**config.mk**
```make
export PLATFORM = sky130hd
export DESIGN_NAME = regfile_scoreboard
export DESIGN_NICKNAME = d
export VERILOG_FILES = /design/src/rtl/regfile_pkg.sv /design/src/rtl/regfile_busy_table.sv /design/src/rtl/regfile_scoreboard.sv
export SDC_FILE = /design/constraint.sdc
export NUM_CORES = 2
export LEC_CHECK = 0
export CORE_UTILIZATION = 29
export DETAILED_ROUTE_END_ITERATION = 10
export GPL_ROUTABILITY_DRIVEN = 1
export HOLD_SLACK_MARGIN = 0.02
export PLACE_DENSITY_LB_ADDON = 0.1
export REMOVE_ABC_BUFFERS = 1
export SLEW_MARGIN = 15
export SYNTH_ARGS = -nofsm -noshare
export SYNTH_HDL_FRONTEND = slang
export SYNTH_SLANG_ARGS = --single-unit
```
**constraint.sdc**
```tcl
create_clock -name clk -period 9.4 [get_ports clk]
set_clock_uncertainty 0.05 [all_clocks]
set_input_delay 2.82 -clock clk [delete_from_list [all_inputs] [get_ports clk]]
set_output_delay 2.82 -clock clk [all_outputs]
set_load 0.01 [all_outputs]
```
**src/rtl/regfile_pkg.sv**
```systemverilog
// Shared defaults and types for the integer register file and its busy scoreboard.
package regfile_pkg;

    localparam int ADDR_WIDTH_DEF = 5;
    localparam int DATA_WIDTH_DEF = 64;
    localparam int SP_INDEX_DEF   = 2;
    localparam int ZERO_REG       = 0;

    typedef logic [ADDR_WIDTH_DEF-1:0] reg_idx_t;
    typedef logic [DATA_WIDTH_DEF-1:0] reg_data_t;

endpackage

```
**src/rtl/regfile_busy_table.sv**
```systemverilog
// Per-register busy scoreboard: decode reserves destinations, writeback clears them.
module regfile_busy_table
    import regfile_pkg::*;
#(
    parameter int ADDR_WIDTH = ADDR_WIDTH_DEF,
    parameter int NUM_WRITE  = 2,
    localparam int NUM_REGS  = 2 ** ADDR_WIDTH
) (
    input  logic                          clk,
    input  logic                          reset,
    input  logic                          rsv_valid,
    input  logic [ADDR_WIDTH-1:0]         rsv_addr,
    output logic                          rsv_ready,
    input  logic [NUM_WRITE-1:0]          wr_en,
    input  logic [NUM_WRITE*ADDR_WIDTH-1:0] wr_addr,
    output logic [NUM_REGS-1:0]           busy_vec
);

    logic [NUM_REGS-1:0] busy_q;
    logic [NUM_REGS-1:0] busy_next;
    logic                write_hit;
    logic                rsv_is_zero;

    assign rsv_is_zero = (rsv_addr == ADDR_WIDTH'(ZERO_REG));

    // A write landing on the requested register this cycle frees it, so the
    // reservation need not stall behind it.
    always_comb begin
        write_hit = 1'b0;
        for (int p = 0; p < NUM_WRITE; p++) begin
            if (wr_en[p] && (wr_addr[p*ADDR_WIDTH +: ADDR_WIDTH] == rsv_addr)) begin
                write_hit = 1'b1;
            end
        end
        rsv_ready = !busy_q[rsv_addr] || rsv_is_zero || write_hit;
    end

    always_comb begin
        busy_next = busy_q;
        for (int p = 0; p < NUM_WRITE; p++) begin
            if (wr_en[p]) begin
                busy_next[wr_addr[p*ADDR_WIDTH +: ADDR_WIDTH]] = 1'b0;
            end
        end
        // NOTE: the set comes after the clears so a same-cycle reservation wins.
        if (rsv_valid && rsv_ready && !rsv_is_zero) begin
            busy_next[rsv_addr] = 1'b1;
        end
        busy_next[ZERO_REG] = 1'b0;
    end

    // NOTE: state updates use non-blocking assignments so every flop samples pre-edge values.
    always_ff @(posedge clk) begin
        if (reset) begin
            busy_q <= '0;
        end else begin
            busy_q <= busy_next;
        end
    end

    assign busy_vec = busy_q;

endmodule

```
**src/rtl/regfile_scoreboard.sv**
```systemverilog
// Multi-port integer register file with optional write-to-read bypass and
// a busy scoreboard for RAW/WAW hazard tracking.
module regfile_scoreboard
    import regfile_pkg::*;
#(
    parameter int ADDR_WIDTH = ADDR_WIDTH_DEF,
    parameter int DATA_WIDTH = DATA_WIDTH_DEF,
    parameter int NUM_READ   = 2,
    parameter int NUM_WRITE  = 2,
    parameter int SP_INDEX   = SP_INDEX_DEF,
    parameter int BYPASS     = 1,
    localparam int NUM_REGS  = 2 ** ADDR_WIDTH
) (
    input  logic                            clk,
    input  logic                            reset,
    input  logic [DATA_WIDTH-1:0]           stackptr,
    input  logic [NUM_READ*ADDR_WIDTH-1:0]  rd_addr,
    output logic [NUM_READ*DATA_WIDTH-1:0]  rd_data,
    output logic [NUM_READ-1:0]             rd_busy,
    input  logic                            rsv_valid,
    input  logic [ADDR_WIDTH-1:0]           rsv_addr,
    output logic                            rsv_ready,
    input  logic [NUM_WRITE-1:0]            wr_en,
    input  logic [NUM_WRITE*ADDR_WIDTH-1:0] wr_addr,
    input  logic [NUM_WRITE*DATA_WIDTH-1:0] wr_data,
    output logic [NUM_WRITE-1:0]            wr_complete,
    output logic [NUM_REGS-1:0]             busy_vec
);

    logic [DATA_WIDTH-1:0] regs [NUM_REGS];

    regfile_busy_table #(
        .ADDR_WIDTH (ADDR_WIDTH),
        .NUM_WRITE  (NUM_WRITE)
    ) u_busy_table (
        .clk       (clk),
        .reset     (reset),
        .rsv_valid (rsv_valid),
        .rsv_addr  (rsv_addr),
        .rsv_ready (rsv_ready),
        .wr_en     (wr_en),
        .wr_addr   (wr_addr),
        .busy_vec  (busy_vec)
    );

    // NOTE: the array is reset because software relies on zeroed registers and a
    // valid stack pointer; this rules out mapping it onto a RAM macro.
    // Ports are scanned in ascending order so the higher index wins on a collision.
    always_ff @(posedge clk) begin
        if (reset) begin
            for (int r = 0; r < NUM_REGS; r++) begin
                regs[r] <= (r == SP_INDEX) ? stackptr : '0;
            end
        end else begin
            for (int r = 1; r < NUM_REGS; r++) begin
                for (int p = 0; p < NUM_WRITE; p++) begin
                    if (wr_en[p] && (wr_addr[p*ADDR_WIDTH +: ADDR_WIDTH] == ADDR_WIDTH'(r))) begin
                        regs[r] <= wr_data[p*DATA_WIDTH +: DATA_WIDTH];
                    end
                end
            end
        end
    end

    always_ff @(posedge clk) begin
        if (reset) begin
            wr_complete <= '0;
        end else begin
            wr_complete <= wr_en;
        end
    end

    always_comb begin
        rd_data = '0;
        rd_busy = '0;
        for (int i = 0; i < NUM_READ; i++) begin
            rd_data[i*DATA_WIDTH +: DATA_WIDTH] = regs[rd_addr[i*ADDR_WIDTH +: ADDR_WIDTH]];
            rd_busy[i] = busy_vec[rd_addr[i*ADDR_WIDTH +: ADDR_WIDTH]];
            if (BYPASS != 0) begin
                for (int p = 0; p < NUM_WRITE; p++) begin
                    if (wr_en[p] &&
                        (wr_addr[p*ADDR_WIDTH +: ADDR_WIDTH] == rd_addr[i*ADDR_WIDTH +: ADDR_WIDTH])) begin
                        rd_data[i*DATA_WIDTH +: DATA_WIDTH] = wr_data[p*DATA_WIDTH +: DATA_WIDTH];
                        rd_busy[i] = 1'b0;
                    end
                end
            end
            // Register 0 is hardwired, whatever the array or bypass path holds.
            if (rd_addr[i*ADDR_WIDTH +: ADDR_WIDTH] == ADDR_WIDTH'(ZERO_REG)) begin
                rd_data[i*DATA_WIDTH +: DATA_WIDTH] = '0;
                rd_busy[i] = 1'b0;
            end
        end
    end

endmodule

```
After elaboration in Yosys (flattened, before gate mapping)
Memories as Yosys holds them, arrays and structs flattened.
Cells that the tools add are included.
{"block": "totals", "ff_bits": 34, "mem_bits_rw": 2048, "inputBits": 222, "output_inout_bits": 165, "mem_count": 1}
{"block": "op_classes", "magnitude_cmp": 8, "eq_ne": 68, "n_mux": 279, "n_bitwise": 67, "reduce_logical": 80}
{"name": "regs", "depth": 32, "word_bits": 64, "read_ports": 2, "rd_ports_with_merged_regs": 0, "wr": 32, "line_no": "regfile_scoreboard.sv:30", "text": "logic [DATA_WIDTH-1:0] regs [NUM_REGS];"}
{"operator": "$mux W64", "n": 68}
{"operator": "$mux W1", "n": 202}
{"operator": "$eq A5 B5 Y1 const B", "n": 32}
{"operator": "$mux W32", "n": 3}
{"operator": "$eq A5 B4 Y1 const B", "n": 16}
{"operator": "$logic_and A1 B1 Y1", "n": 73}
{"operator": "$and A32 B32 Y32", "n": 2}
{"operator": "$not A32 Y32", "n": 2}
{"operator": "$or A1 B1 Y1", "n": 62}
{"operator": "$eq A5 B3 Y1 const B", "n": 8}
{"operator": "$or A32 B32 Y32", "n": 1}
{"operator": "$eq A5 B5 Y1", "n": 6}
{"operator": "$lt A5 B6 Y1 const B", "n": 5}
{"operator": "$eq A5 B2 Y1 const B", "n": 4}
{"operator": "$bmux W1 S5", "n": 3}
{"operator": "$demux W1 S5", "n": 3}
{"operator": "$ge A5 B1 Y1 const B", "n": 3}
{"operator": "$logic_not A5 Y1", "n": 3}
{"operator": "$eq A5 B1 Y1 const B", "n": 2}
{"operator": "$logic_not A1 Y1", "n": 2}
{"operator": "$logic_or A1 B1 Y1", "n": 2}

Logic depth before layout (Yosys ltp)
{"block": "logic_depth", "ltp_word": 11, "depth_mapped": 10, "depth_no_buf": 6}

Hierarchy
From an unflattened synthesis, not the netlist that was laid out.
{"block": "hier_totals", "hier_cells": 12464, "hier_area_um2": 126865.4}
{"mod": "regfile_scoreboard", "instances": 1, "cells_each": 12112, "area_per_inst_um2": 124276.7}
{"mod": "regfile_busy_table", "instances": 1, "cells_each": 352, "area_per_inst_um2": 2588.7}

Worst setup path after synthesis
OpenSTA, ideal clock, no wires.
{"block": "synth_timing", "path_kind": "input to register", "startpoint": "in wr_addr[0]", "endpoint": "mem regs[24][0] (netlist bit), enable pin", "setup_time_ps": 577, "arrival_ps": 8067, "t_required_ps": 8773, "path_slack_ps": 706, "stages": 4, "path_cell_list": "buf_2 > or3b_1 > clkbuf_1 > o21ai_0"}
{"element": "start: declaration", "line_no": "regfile_scoreboard.sv:24", "text": "input logic [NUM_WRITE*ADDR_WIDTH-1:0] wr_addr,"}
{"element": "end: declaration", "line_no": "regfile_scoreboard.sv:30"}

Worst setup path after layout
{"block": "layout_timing", "startpoint": "in rd_addr[1]", "endpoint": "out rd_data[55]"}
{"block": "layout_via", "elab_chain_cells": 5}
{"element": "start: declaration", "line_no": "regfile_scoreboard.sv:17", "text": "input logic [NUM_READ*ADDR_WIDTH-1:0] rd_addr,"}
{"element": "parallel branches: the longest is 4 deep, another holds $mem_v2 Z32 W64"}
{"element": "$mux W64 (*)", "line_no": "regfile_scoreboard.sv:89", "text": "if (rd_addr[i*ADDR_WIDTH +: ADDR_WIDTH] == ADDR_WIDTH'(ZERO_REG)) begin"}
{"element": "end: declaration", "line_no": "regfile_scoreboard.sv:18", "text": "output logic [NUM_READ*DATA_WIDTH-1:0] rd_data,"}
Mark *: on every way between the ends.

==> results.cfg <==
[outcome]
run_status = finished, violations left
violations_in_the_final_reports = setup timing

[critical_path]
critPathMaxFanout = 34
cp_max_delay_cell = sky130_fd_sc_hd__o21ai_0
reg2reg_depth = 6
regToRegEndpoint = u_busy_table.busy_vec[21]
criticalPathCategory = input port to primary output
crit_path_cells = buf_8 > nor2b_4 > buf_4 > buf_4 > a22oi_1 > o21ai_0 > a211oi_1 > a211oi_1 > buf_4 > clkdlybuf4s50_1
cp.arrival_ns = 6.60
worst-path-buf-inv = 5
critical_path_required_ns = 6.53
r2r_start = u_busy_table.busy_vec[16]
cp_top_delay_family = buffers and inverters
crit_path_max_incr_delay_ns = 0.80
setup.worst_path.start_class = input port
worstSetupEndpointType = primary output
r2r_setup_slack_ns = 7.18
worst_path_most_repeated_cell = sky130_fd_sc_hd__buf_4

[detailed_routing]
tritonroute_pass_1_iters = 6
detailroute.via_count = 106000
totalWireLength_um = 719000
detail_route.iter0.violations = 18800
detail-route-antenna-nets = 0
vias_per_cell = 6.66
route.detailed.drc = 0
avgRoutedWirePerCell_um = 45.2

[clocking]
cts_num_sinks = 2017
clk_transition_reported_paths_ns = 0.05
cts_resized = 3
number_of_buffers_inserted_to_repair_setup_after_cts = 0
clock_buffers_created_by_tritoncts = 264
tritoncts = yes
clock_latency_ns = 0.93
ctsHtreeMaxLevel = 5
cts_buffer_depth = 4
cts.root.buffer_cell = sky130_fd_sc_hd__clkbuf_16
cts_hold_buf = 0

[finish]
nets_finish = 10400
post_route_cells_drive_above_1_share = 0.207
flow.area_growth_from_synthesis_pct = 16.3
layout.cells.most_common = sky130_fd_sc_hd__edfxtp_1
layout.cells.most_common_list = sky130_fd_sc_hd__edfxtp_1 (1984), sky130_fd_sc_hd__nand2_1 (1259), sky130_fd_sc_hd__nor2_1 (1027), sky130_fd_sc_hd__mux4_2 (854), sky130_fd_sc_hd__a211oi_1 (802)

[sta]
report.final.hold_viol_count = 0
drv_slew = 0
final.setup.worst_slack_ns = -0.0695
final.period_utilization = 1.01
setup_viol = 1
post-route-min-period_ns = 9.47
grt_setup_unrepaired = no
final.hold.worst_slack_ns = 0.488
tightest_slew_ns = 1.42
maxSlewHeadroom = 0.0529
fmaxAchievable_mhz = 106

[floorplanning]
io_pins = 387
die_h_um = 651
dieWidth_um = 651
std_cell_rows = 237
core_region_area_mm2 = 0.418
dieArea_mm2 = 0.424
floorplan.initialDensity = 0.292

[synthesis]
most_frequently_used_flop_master_after_synthesis = sky130_fd_sc_hd__edfxtp_1
synth.cell_area_mm2 = 0.122
synth-seq-area-share = 0.493
ys_async_sr_fraction = 0
ys_seq_elements = 2017
syn-mean-instance-area_um2 = 11.7
yosysUniqueCellTypes = 60
post_synth_inst_count = 10400
synth_edf_count = 1984
yosysWarningCount = 0

[power]
power-per-cell-area_mw_per_mm2 = 180
peakVddDrop_v = 0.000125
static-leakage-power_nw = 47.2

[global_route]
grt_max_degree = 129
global_route.usage.total = 0.327
antenna_found_initial = 53
first_global_vias = 101000
first_pass_grt_wire_length_um = 947000
grt_overflow_total = 0

[placed_design]
pre_cts_slack_ns = -0.277
gpl.final_weighted_congestion = 0.879
count_of_port_buffers_added_during_placement = 385
detailedPlacementHpwl_um = 423000

[worst_hold_path]
whs_path_depth = 2
hold_path.class = flop to flop
hold_end = u_busy_table.busy_vec[26]
timing.hold.worst.start = u_busy_table.busy_vec[26]

[flow_run]
cap_viol_max_count = 0
[worst max path at each step]
| stage | from | to | cells past startpoint |
|---|---|---|---|
| after floorplan | rd_addr[7] | rd_data[127] | 6 |
| after global placement | rd_addr[3] | rd_data[3] | 9 |
| after detailed placement | rd_addr[3] | rd_data[3] | 9 |
| after CTS | rd_addr[3] | rd_data[35] | 9 |
| after global routing | rd_addr[3] | rd_data[29] | 10 |
| final | rd_addr[1] | rd_data[55] | 10 |
[per-layer routing]
metal | vias up | wire (um) | GRT usage | share of wire
li1 | 40500 | - | - | -
met1 | 55200 | 281000 | 0.434 | 0.39
met2 | 8604 | 311000 | 0.492 | 0.43
met3 | 1677 | 87100 | 0.0963 | 0.12
met4 | 34 | 38300 | 0.148 | 0.053
met5 | - | 475 | 0.00283 | 0.00066
[worst min-delay path, stage by stage (launching register included)]
cell and delay [ns]:
sky130_fd_sc_hd__dfxtp_1 0.34, sky130_fd_sc_hd__inv_1 0.06, sky130_fd_sc_hd__o22ai_1 0.08
[flip-flops by register name (all words and copies together), names as in the netlist]
name and flops:
regs 1984, wr_complete 2, u_busy_table.busy_vec 31
[cell type report]
class / count / area, um2
clock buffers: 340 / 7080
clock inverters: 117 / 826
diodes: 26 / 65.1
repair buffers: 1033 / 10300
inverters: 74 / 278
fillers: 40600 / 276000
multi-input cells: 6802 / 56300
well taps: 5497 / 6880
flip-flops and latches: 2017 / 60200
[metrics by stage]
stage,std cells,util,power (mW),TNS [ns],area (um2)
floorplan,8893,-,13.0,-857.30,116000
global placement,15400,0.321,15.6,-0.354,134000
detailed placement,15400,0.321,15.6,-0.553,134000
CTS,15900,0.340,25.4,0,142000
global route,15900,0.340,26.0,0,142000
finish,15900,0.340,25.5,-0.0695,142000
[where the power goes]
| part | total (mW) | switching [mW] | internal [mW] |
|---|---|---|---|
| Combinational | 4.60 | 2.83 | 1.76 |
| Clock | 9.93 | 4.35 | 5.57 |
| Sequential | 11.0 | 0.370 | 10.6 |
[synth_stat cells, types with 25 or more instances]
master	count	area [um2]
sky130_fd_sc_hd__inv_1	74	278
sky130_fd_sc_hd__o21ai_0	150	751
sky130_fd_sc_hd__a21o_1	62	465
sky130_fd_sc_hd__a22oi_1	63	473
sky130_fd_sc_hd__dfxtp_1	33	661
sky130_fd_sc_hd__buf_4	33	248
sky130_fd_sc_hd__buf_1	273	1020
sky130_fd_sc_hd__edfxtp_1	1984	59600
sky130_fd_sc_hd__o22a_1	63	552
sky130_fd_sc_hd__o22ai_1	333	2080
sky130_fd_sc_hd__buf_2	270	1350
sky130_fd_sc_hd__nor2_1	1066	4000
sky130_fd_sc_hd__mux2_2	105	1180
sky130_fd_sc_hd__mux2i_1	313	3130
sky130_fd_sc_hd__mux4_2	854	19200
sky130_fd_sc_hd__a22o_1	513	4490
sky130_fd_sc_hd__nand2_1	1278	4800
sky130_fd_sc_hd__a211oi_1	806	6050
sky130_fd_sc_hd__clkbuf_1	926	3480
sky130_fd_sc_hd__a221oi_1	128	1120
sky130_fd_sc_hd__a211o_1	25	219
sky130_fd_sc_hd__a222oi_1	40	400
sky130_fd_sc_hd__a21oi_1	581	2910
sky130_fd_sc_hd__o221ai_1	193	1690
[cell families after synthesis]
| kind of cell | after synthesis | share of synthesized area |
|---|---|---|
| other | 1 | 0.0000307 |
| XOR/XNOR | 30 | 0.00215 |
| buffers and inverters | 1589 | 0.0532 |
| AO/OA/AOI/OAI | 3005 | 0.178 |
| flip-flops | 2017 | 0.493 |
| AND/OR/NAND/NOR | 2494 | 0.0802 |
| multiplexers | 1272 | 0.193 |
No activity file was read; power rests on OpenSTA's default activity.
